**config.mk**
```make
export PLATFORM = sky130hd
export DESIGN_NAME = regfile_sb_flat
export DESIGN_NICKNAME = d
export VERILOG_FILES = /design/src/rtl/regfile_pkg.sv /design/src/rtl/regfile_sb_if.sv /design/src/rtl/regfile_sb_register_rn.sv /design/src/rtl/regfile_sb.sv /design/src/flat_wrapper.sv
export SDC_FILE = /design/constraint.sdc
export NUM_CORES = 1
export LEC_CHECK = 0
export ABC_CLOCK_PERIOD_IN_PS = 1400
export BUFFER_PORTS_ARGS = -buffer_cell sky130_fd_sc_hd__buf_4
export CORE_MARGIN = 8
export CORE_UTILIZATION = 55
export DETAILED_ROUTE_END_ITERATION = 8
export GPL_TIMING_DRIVEN = 0
export HOLD_SLACK_MARGIN = 0.06
export PLACE_DENSITY = 0.78
export SYNTH_ARGS = -nofsm -noshare
export SYNTH_HDL_FRONTEND = slang
export SYNTH_HIERARCHICAL = 1
export SYNTH_SLANG_ARGS = --single-unit
```
**constraint.sdc**
```tcl
create_clock -name clk -period 1.4 [get_ports clk]
set_input_delay 0.07 -clock clk [delete_from_list [all_inputs] [get_ports clk]]
set_output_delay 0.07 -clock clk [all_outputs]
set_load 0.1 [all_outputs]
```
**src/rtl/regfile_pkg.sv**
```systemverilog
// regfile_pkg: default geometry shared by the register file slice.
package regfile_pkg;
  localparam int DEF_DATA_W = 16;
  localparam int DEF_ADDR_W = 3;
  function automatic int nregs(input int addr_w);
    return 1 << addr_w;
  endfunction
endpackage

```
**src/rtl/regfile_sb_if.sv**
```systemverilog
// regfile_sb_if: read/write/claim bus between datapath controller and register file.
interface regfile_sb_if
  import regfile_pkg::*;
#(
  parameter int DATA_W = DEF_DATA_W,
  parameter int ADDR_W = DEF_ADDR_W
);
  localparam int NREGS = nregs(ADDR_W);
  logic              write;
  logic [ADDR_W-1:0] writenum;
  logic [DATA_W-1:0] data_in;
  logic [ADDR_W-1:0] readnum_a;
  logic [DATA_W-1:0] data_out_a;
  logic              busy_a;
  logic [ADDR_W-1:0] readnum_b;
  logic [DATA_W-1:0] data_out_b;
  logic              busy_b;
  logic              claim;
  logic [ADDR_W-1:0] claimnum;
  logic              claim_ok;
  logic [NREGS-1:0]  busy_vec;
  modport master (
    output write, writenum, data_in, readnum_a, readnum_b, claim, claimnum,
    input  data_out_a, busy_a, data_out_b, busy_b, claim_ok, busy_vec
  );
  modport slave (
    input  write, writenum, data_in, readnum_a, readnum_b, claim, claimnum,
    output data_out_a, busy_a, data_out_b, busy_b, claim_ok, busy_vec
  );
endinterface

```
**src/rtl/regfile_sb_register_rn.sv**
```systemverilog
// register_rn: enable register with asynchronous active-low clear.
module register_rn
  import regfile_pkg::*;
#(
  parameter int DATA_W = DEF_DATA_W
) (
  input  logic              clk,
  input  logic              reset_n,
  input  logic              en,
  input  logic [DATA_W-1:0] d,
  output logic [DATA_W-1:0] q
);
  always_ff @(posedge clk or negedge reset_n)
    if (!reset_n) q <= '0;
    else if (en) q <= d;
endmodule

```
**src/rtl/regfile_sb.sv**
```systemverilog
// regfile_sb: dual-read, single-write register file with per-register busy scoreboard.
module regfile_sb
  import regfile_pkg::*;
#(
  parameter int DATA_W = DEF_DATA_W,
  parameter int ADDR_W = DEF_ADDR_W,
  parameter int BYPASS = 1
) (
  input logic         clk,
  input logic         reset_n,
  regfile_sb_if.slave bus
);
  localparam int NREGS = nregs(ADDR_W);
  logic [DATA_W-1:0] r [NREGS];
  logic [NREGS-1:0]  busy, wr_dec, cl_dec;
  logic              hit_a, hit_b, hit_c;
  for (genvar i = 0; i < NREGS; i++) begin : g_reg
    assign wr_dec[i] = bus.write && bus.writenum == ADDR_W'(i);
    assign cl_dec[i] = bus.claim_ok && bus.claimnum == ADDR_W'(i);
    register_rn #(.DATA_W(DATA_W)) u_r (
      .clk(clk), .reset_n(reset_n), .en(wr_dec[i]), .d(bus.data_in), .q(r[i])
    );
  end
  // A claim landing with a release on the same register leaves it busy: new owner wins.
  always_ff @(posedge clk or negedge reset_n)
    if (!reset_n) busy <= '0;
    else busy <= (busy & ~wr_dec) | cl_dec;
  always_comb begin
    hit_a = BYPASS != 0 && bus.write && bus.writenum == bus.readnum_a;
    hit_b = BYPASS != 0 && bus.write && bus.writenum == bus.readnum_b;
    hit_c = bus.write && bus.writenum == bus.claimnum;
    bus.data_out_a = !reset_n ? '0 : hit_a ? bus.data_in : r[bus.readnum_a];
    bus.data_out_b = !reset_n ? '0 : hit_b ? bus.data_in : r[bus.readnum_b];
    bus.busy_a = reset_n && !hit_a && busy[bus.readnum_a];
    bus.busy_b = reset_n && !hit_b && busy[bus.readnum_b];
    bus.claim_ok = reset_n && bus.claim && (!busy[bus.claimnum] || hit_c);
    bus.busy_vec = busy;
  end
endmodule

```
**src/flat_wrapper.sv**
```systemverilog
// flat-port wrapper written by rule: the top's interface ports become plain ports
module regfile_sb_flat import regfile_pkg::*;
#(
  parameter int DATA_W = DEF_DATA_W,
  parameter int ADDR_W = DEF_ADDR_W,
  parameter int BYPASS = 1
)
  (clk, reset_n, bus_write, bus_writenum, bus_data_in, bus_readnum_a, bus_readnum_b, bus_claim, bus_claimnum, bus_data_out_a, bus_busy_a, bus_data_out_b, bus_busy_b, bus_claim_ok, bus_busy_vec);
  regfile_sb_if #(.DATA_W(DATA_W), .ADDR_W(ADDR_W)) bus_i ();
  input logic clk;
  input logic reset_n;
  input wire logic [$bits(bus_i.write)-1:0] bus_write;
  input wire logic [$bits(bus_i.writenum)-1:0] bus_writenum;
  input wire logic [$bits(bus_i.data_in)-1:0] bus_data_in;
  input wire logic [$bits(bus_i.readnum_a)-1:0] bus_readnum_a;
  input wire logic [$bits(bus_i.readnum_b)-1:0] bus_readnum_b;
  input wire logic [$bits(bus_i.claim)-1:0] bus_claim;
  input wire logic [$bits(bus_i.claimnum)-1:0] bus_claimnum;
  output wire logic [$bits(bus_i.data_out_a)-1:0] bus_data_out_a;
  output wire logic [$bits(bus_i.busy_a)-1:0] bus_busy_a;
  output wire logic [$bits(bus_i.data_out_b)-1:0] bus_data_out_b;
  output wire logic [$bits(bus_i.busy_b)-1:0] bus_busy_b;
  output wire logic [$bits(bus_i.claim_ok)-1:0] bus_claim_ok;
  output wire logic [$bits(bus_i.busy_vec)-1:0] bus_busy_vec;
  assign bus_i.write = bus_write;
  assign bus_i.writenum = bus_writenum;
  assign bus_i.data_in = bus_data_in;
  assign bus_i.readnum_a = bus_readnum_a;
  assign bus_i.readnum_b = bus_readnum_b;
  assign bus_i.claim = bus_claim;
  assign bus_i.claimnum = bus_claimnum;
  assign bus_data_out_a = bus_i.data_out_a;
  assign bus_busy_a = bus_i.busy_a;
  assign bus_data_out_b = bus_i.data_out_b;
  assign bus_busy_b = bus_i.busy_b;
  assign bus_claim_ok = bus_i.claim_ok;
  assign bus_busy_vec = bus_i.busy_vec;
  regfile_sb #(.DATA_W(DATA_W), .ADDR_W(ADDR_W), .BYPASS(BYPASS)) u_core (.clk(clk), .reset_n(reset_n), .bus(bus_i));
endmodule
```
==> impl_metrics.yaml, run 1 <==
global_route:
  grt_usage: 0.259
  grt_antenna_before_repair: 0
  grt_max_degree: 71
  use_met2: 0.425
  grt_use_met3: 0.0551
  grt_pass1_vias: 6252
  use_met1: 0.331
  grt_busiest_layer: "met2"
  gr-total-overflow: 0
  grt_pass1_wl_um: 38000
clocking:
  cts_hold_buffers: 20
  cts_buffers: 17
  cts_buffer_depth: 2
  clock_latency_ns: 0.41
  cts_tree: "done"
  clk_pin_slew_ns: 0.06
  cts.sinks: 136
  cts_root_buf: "clkbuf_16"
  htree_levels: 4
cells_and_area:
  syn2layout_area_growth_pct: 39.3
  drive_above_1_share: 0.673
  antenna_cells: 0
  nNetsFinal: 711
  fill_cells: 771
min_path:
  min_path_type: "primary input to async pin"
logic_synthesis:
  synth-seq-cells: 136
  synth.distinct_cells: 28
  synth_edf_count: 0
  synthXorXnorAreaFrac: 0.00962
  avgSynthCellArea_um2: 15.1
  synth-compound-area-share: 0.0539
  synth_adder_area_share: 0
  yosys.area_share.simple: 0.0183
  netlist_instances: 543
  synthFlopType: "dfrtp_1"
  ys_async_sr_fraction: 1.00
  synth_top_family_by_area: "multiplexers"
  synth_nets: 575
  yosysSeqAreaShare: 0.415
  syn-cell-area_um2: 8200
  synthMuxAreaShare: 0.449
  yosys_warnings: 6
timing:
  slew_headroom: 0.520
  grt_setup_unrepaired: "true"
  maxSlewViolCount: 0
  tightest_slew_ns: 0.720
  setup_ws_ns: -0.627
  timing.fmax_ghz: 0.493
  period_share: 1.45
  finalClockSkew_ns: 0.000617
  finalSetupViolations: 41
  period_needed_ns: 2.03
  final.setup.tns_ns: -17.34
  finalHoldViolations: 127
  timing.hold.ws_ns: -0.471
run_status:
  status: "finished, violations left"
  violations: "negative hold slack, negative setup slack"
route:
  routed-via-count: 5781
  initialDrtViolationCount: 496
  wl_per_cell_um: 28.4
  drtAntennaViolNets: 0
  wl_um: 24800
  drc_errors: 0
  drt-pass1-iter-count: 5
  via_per_inst: 6.61
pwr:
  p_per_area_nw_per_um2: 1470
  vdd_drop_max_v: 0.00108
  p_leak_nw: 4.55
floorplan:
  start_util: 0.564
  core_area_um2: 14500
  dieArea_um2: 19100
  die_h_um: 138
  rows: 44
  pin_count: 75
  die_w_um: 138
place:
  numPortBuffers: 63
  routabilityCongestion: 0.812
  hpwl_um: 14800
worst_setup_path:
  crit_fanout: 4
  start_kind: "register"
  path_cells: "mux4_2 -> o21a_4 -> a21oi_4 -> buf_12"
  critPathRequiredTime_ns: 1.33
  worstPathArrival_ns: 1.96
  r2r_cells: 4
  critPathCaptureType: "output port"
  slowest_delay_ns: 0.49
  rrSetupSlack_ns: -0.30
  r2r_end: "u_core/bus.busy_vec[3]"
  critPathKind: "register to output port"
  crit_slowest_cell: "dfrtp_4"
  rr_startpoint: "u_core/bus.busy_vec[3]"
flow_run:
  cap_violations: 0
power breakdown:
part	total (W)	internal, W	leakage (nW)	switching (W)
Clock	0.00397	0.00234	0.249	0.00163
Combinational	0.00720	0.00357	2.68	0.00363
Sequential	0.00557	0.00484	1.63	0.000735
through the flow:
step	instances	setup slack [ns]	area, um2	power [W]	util
3_3_place_gp	790	-1.94	9600	0.0110	0.661
6_report	875	-0.627	11400	0.0167	0.786
5_1_grt	875	-0.652	11400	0.0173	0.786
4_1_cts	865	-0.632	11200	0.0163	0.770
2_1_floorplan	543	-0.601	8900	0.0100	-
3_5_place_dp	791	-1.03	9630	0.0113	0.663
logic make-up after synthesis:
family                    count (synthesis)
AOI/OAI and AO/OA                        79
xor gates and xnor gates                  9
buffers and inverters                    55
DFF                                     136
muxes                                   234
and+or+nand+nor                          30
cells in the final DEF, fill, tap and decap left out, drive strengths merged, types with 4 or more instances in the layout:
| master | Yosys | final |
|---|---|---|
| a21oi | 33 | 33 |
| buf | 35 | 132 |
| clkbuf | 16 | 43 |
| clkinv | 0 | 4 |
| dfrtp | 136 | 136 |
| dlygate4sd3 | 0 | 20 |
| inv | 4 | 4 |
| mux2 | 130 | 130 |
| mux2i | 34 | 34 |
| mux4 | 70 | 70 |
| nand2 | 7 | 7 |
| nand2b | 5 | 5 |
| nand4 | 4 | 4 |
| nor2 | 9 | 9 |
| o21ai | 40 | 40 |
| xnor2 | 9 | 9 |
final cells by class:
class	count	area (um2)	area share
buffer	51	633	0.0554
clock buffer	27	483	0.0423
clock inverter	4	20.0	0.00175
inverter	4	15.0	0.00131
multi-input combinational	352	5200	0.456
sequential	136	3430	0.301
tap	184	230	0.0202
timing repair buffer	117	1400	0.123
critical path, delay by kind of cell, from the launching register on:
| kind | cells | cell delay, ns |
|---|---|---|
| AOI/OAI and AO/OA | 2 | 0.36 |
| buffers and inverters | 1 | 0.19 |
| muxes | 1 | 0.49 |
| DFF | 1 | 0.49 |
worst max path at each step:
stage,cells past startpoint,start,to,slack (ns)
4_1_cts,4,u_core/bus.busy_vec[0],bus_claim_ok,-0.63
6_report,4,u_core/bus.busy_vec[3],bus_claim_ok,-0.63
5_1_grt,4,u_core/bus.busy_vec[0],bus_claim_ok,-0.65
3_5_place_dp,6,reset_n,bus_data_out_b[1],-1.03
2_1_floorplan,3,u_core/bus.busy_vec[3],bus_claim_ok,-0.60
3_3_place_gp,6,reset_n,bus_data_out_b[14],-1.94
what timing repair did:
item / in CTS / in global routing
setup endpoints to repair: 41 / 41
endpoints found under the hold margin: 201 / 127
buffers inserted: 23 / 10
resized for setup: 155 / 19
pin swaps: 23 / 10
registers in the layout, summed over array words and instances (netlist names):
name                 cells
u_core/bus.busy_vec      8
u_core/g.u_r/q         128
routing by layer:
metal / wire length [um] / vias up / part of all wire
met5: 0 / - / 0
met4: 630 / 0 / 0.025
met3: 1340 / 44 / 0.054
met2: 12700 / 246 / 0.51
met1: 10200 / 3133 / 0.41
li1: - / 2358 / -
cells in the mapped netlist, drive strengths merged, types with 5 or more instances:
cell type,instances,area share
a21oi,33,0.020
buf,35,0.045
clkbuf,16,0.0073
dfrtp,136,0.42
mux2,130,0.22
mux2i,34,0.042
mux4,70,0.19
nand2,7,0.0032
nand2b,5,0.0038
nor2,9,0.0041
o21ai,40,0.024
xnor2,9,0.0096
(Power assumes the default switching activity.)
==> run 2: changes to the inputs <==
- ABC_CLOCK_PERIOD_IN_PS: 1400 -> 2300
- BUFFER_PORTS_ARGS: -buffer_cell sky130_fd_sc_hd__buf_4 -> default
- CORE_UTILIZATION: 55 -> 65
- DONT_BUFFER_PORTS: default -> 1
- PLACE_DENSITY: 0.78 -> 0.81
- TNS_END_PERCENT: default -> 1
- clock period: 1.4 -> 2.3 ns (I/O delays scaled with it)
==> run 2 against run 1 <==
Effect of this change: the run still ends with negative hold slack, negative setup slack left; cell count shrank 12%; clock skew about the same; clock power decreased by 35%; critical endpoint unchanged; largest cell class unchanged; highest routed layer unchanged.
==> impl_metrics.yaml, run 2 (same netlist as run 1, synthesis figures left out) <==
run_status:
  status: "finished, violations left"
  violations: "negative hold slack, negative setup slack"
floorplan:
  pin_count: 75
  start_util: 0.658
  core_area_um2: 12500
  die_w_um: 128
  dieArea_um2: 16500
  rows: 41
  die_h_um: 128
cells_and_area:
  fill_cells: 748
  nNetsFinal: 615
  stdcell_count: 768
  final_common_cell: "dfrtp_1"
  seq_area_um2: 3430
  layout_common_cells: "128 x dfrtp_1, 80 x mux2_4, 70 x mux4_2, 50 x mux2_2, 39 x o21ai_0"
  drive_above_1_share: 0.537
  largest_register_ffs: 128
  antenna_cells: 0
  top_register: "u_core/g.u_r/q"
  syn2layout_area_growth_pct: 17.2
  postLayoutCoreUtil: 0.771
  multi_input_area_um2: 4740
worst_setup_path:
  path_cells: "mux4_2 -> o21a_4 -> a21oi_4"
  worstPathArrival_ns: 2.38
  start_kind: "register"
  slowest_delay_ns: 0.63
  rrSetupSlack_ns: 0.39
  crit_family: "compound AO/OA/AOI/OAI gates"
  crit_buf_inv: 0
  critPathKind: "register to output port"
  crit_fanout: 5
  critPathCaptureType: "output port"
  crit_slowest_cell: "dfrtp_4"
  critPathRequiredTime_ns: 2.18
min_path:
  min_path_type: "primary input to async pin"
place:
  hpwl_um: 13900
  numPortBuffers: 0
  dp_cells: 715
  routabilityCongestion: 0.833
pwr:
  p_per_area_nw_per_um2: 951
  vdd_drop_max_v: 0.000615
  p_leak_nw: 3.87
timing:
  timing.hold.ws_ns: -0.614
  grt_setup_unrepaired: "true"
  setup_ws_ns: -0.195
  tightest_slew_ns: 1.02
  slew_headroom: 0.321
  timing.fmax_ghz: 0.401
  finalSetupViolations: 1
  period_needed_ns: 2.49
  maxSlewViolCount: 0
  finalClockSkew_ns: 0.00102
  finalHoldViolations: 136
  period_share: 1.08
clocking:
  cts_buffer_depth: 2
  htree_levels: 4
  clk_pin_slew_ns: 0.06
  clock_latency_ns: 0.42
  cts_tree: "done"
  cts.sinks: 136
  cts_buffers: 17
  cts_root_buf: "clkbuf_16"
  cts_hold_buffers: 20
global_route:
  grt_usage: 0.295
  grt_pass1_wl_um: 35600
  grt_max_degree: 138
  grt_antenna_before_repair: 0
  grt_pass1_vias: 5963
  gr-total-overflow: 0
route:
  wl_per_cell_um: 29.7
  via_per_inst: 6.91
  initialDrtViolationCount: 493
  routed-via-count: 5307
  drc_errors: 0
  drt-pass1-iter-count: 5
  wl_um: 22800
  drtAntennaViolNets: 0
flow_run:
  cap_violations: 0
==> run 2: area by class of cell <==
cell class,count,share of cell area
buffer,51,0.0463
clock buffer,23,0.0508
clock inverter,9,0.00755
inverter,4,0.00156
multi-input combinational,352,0.493
sequential,136,0.357
tap,172,0.0224
timing repair buffer,21,0.0216
==> run 2: metal layers <==
metal / GRT usage / wire length, um / up-vias
met5: 0 / 0 / -
met4: 0.137 / 635 / 0
met3: 0.0757 / 1860 / 48
met2: 0.471 / 11500 / 270
met1: 0.372 / 8880 / 2821
li1: - / - / 2168
==> run 2: timing repair <==
action	CTS	global route
resized for setup	55	8
hold endpoints to repair	272	136
setup endpoints to repair	35	19
buffers inserted	1	0
pin swaps	3	2
==> run 2: metrics by stage <==
stage / setup slack, ns / hold slack, ns / setup TNS, ns / total power [W] / instance area (um2)
3_3_place_gp: -0.923 / -0.175 / -26.86 / 0.00608 / 8430
3_5_place_dp: -0.394 / -0.174 / -9.07 / 0.00628 / 8550
2_1_floorplan: -0.259 / -0.181 / -7.87 / 0.00578 / 8210
4_1_cts: -0.223 / -0.626 / -0.223 / 0.00911 / 9600
5_1_grt: -0.238 / -0.628 / -0.247 / 0.00943 / 9610
6_report: -0.195 / -0.614 / -0.195 / 0.00914 / 9610
==> run 2: path summary, 6_finish.rpt <==
| path | cells after the start | start | to |
|---|---|---|---|
| max | 3 | u_core/bus.busy_vec[3] | bus_claim_ok |
| min | 0 | reset_n | u_core/g_reg[0].u_r/q[9] |
| min reg2reg | 1 | u_core/g_reg[6].u_r/q[1] | u_core/g_reg[6].u_r/q[1] |
| min in group clk | 3 | bus_write | u_core/bus.busy_vec[7] |
| max reg2reg | 4 | u_core/bus.busy_vec[3] | u_core/bus.busy_vec[3] |
| max in group asynchronous | 0 | reset_n | u_core/bus.busy_vec[5] |
==> run 2: power breakdown <==
part	total, W	switching (W)	internal (W)
combinational	0.00294	0.00159	0.00135
sequential	0.00361	0.000673	0.00294
clock	0.00259	0.00101	0.00159
total	0.00914	0.00327	0.00587
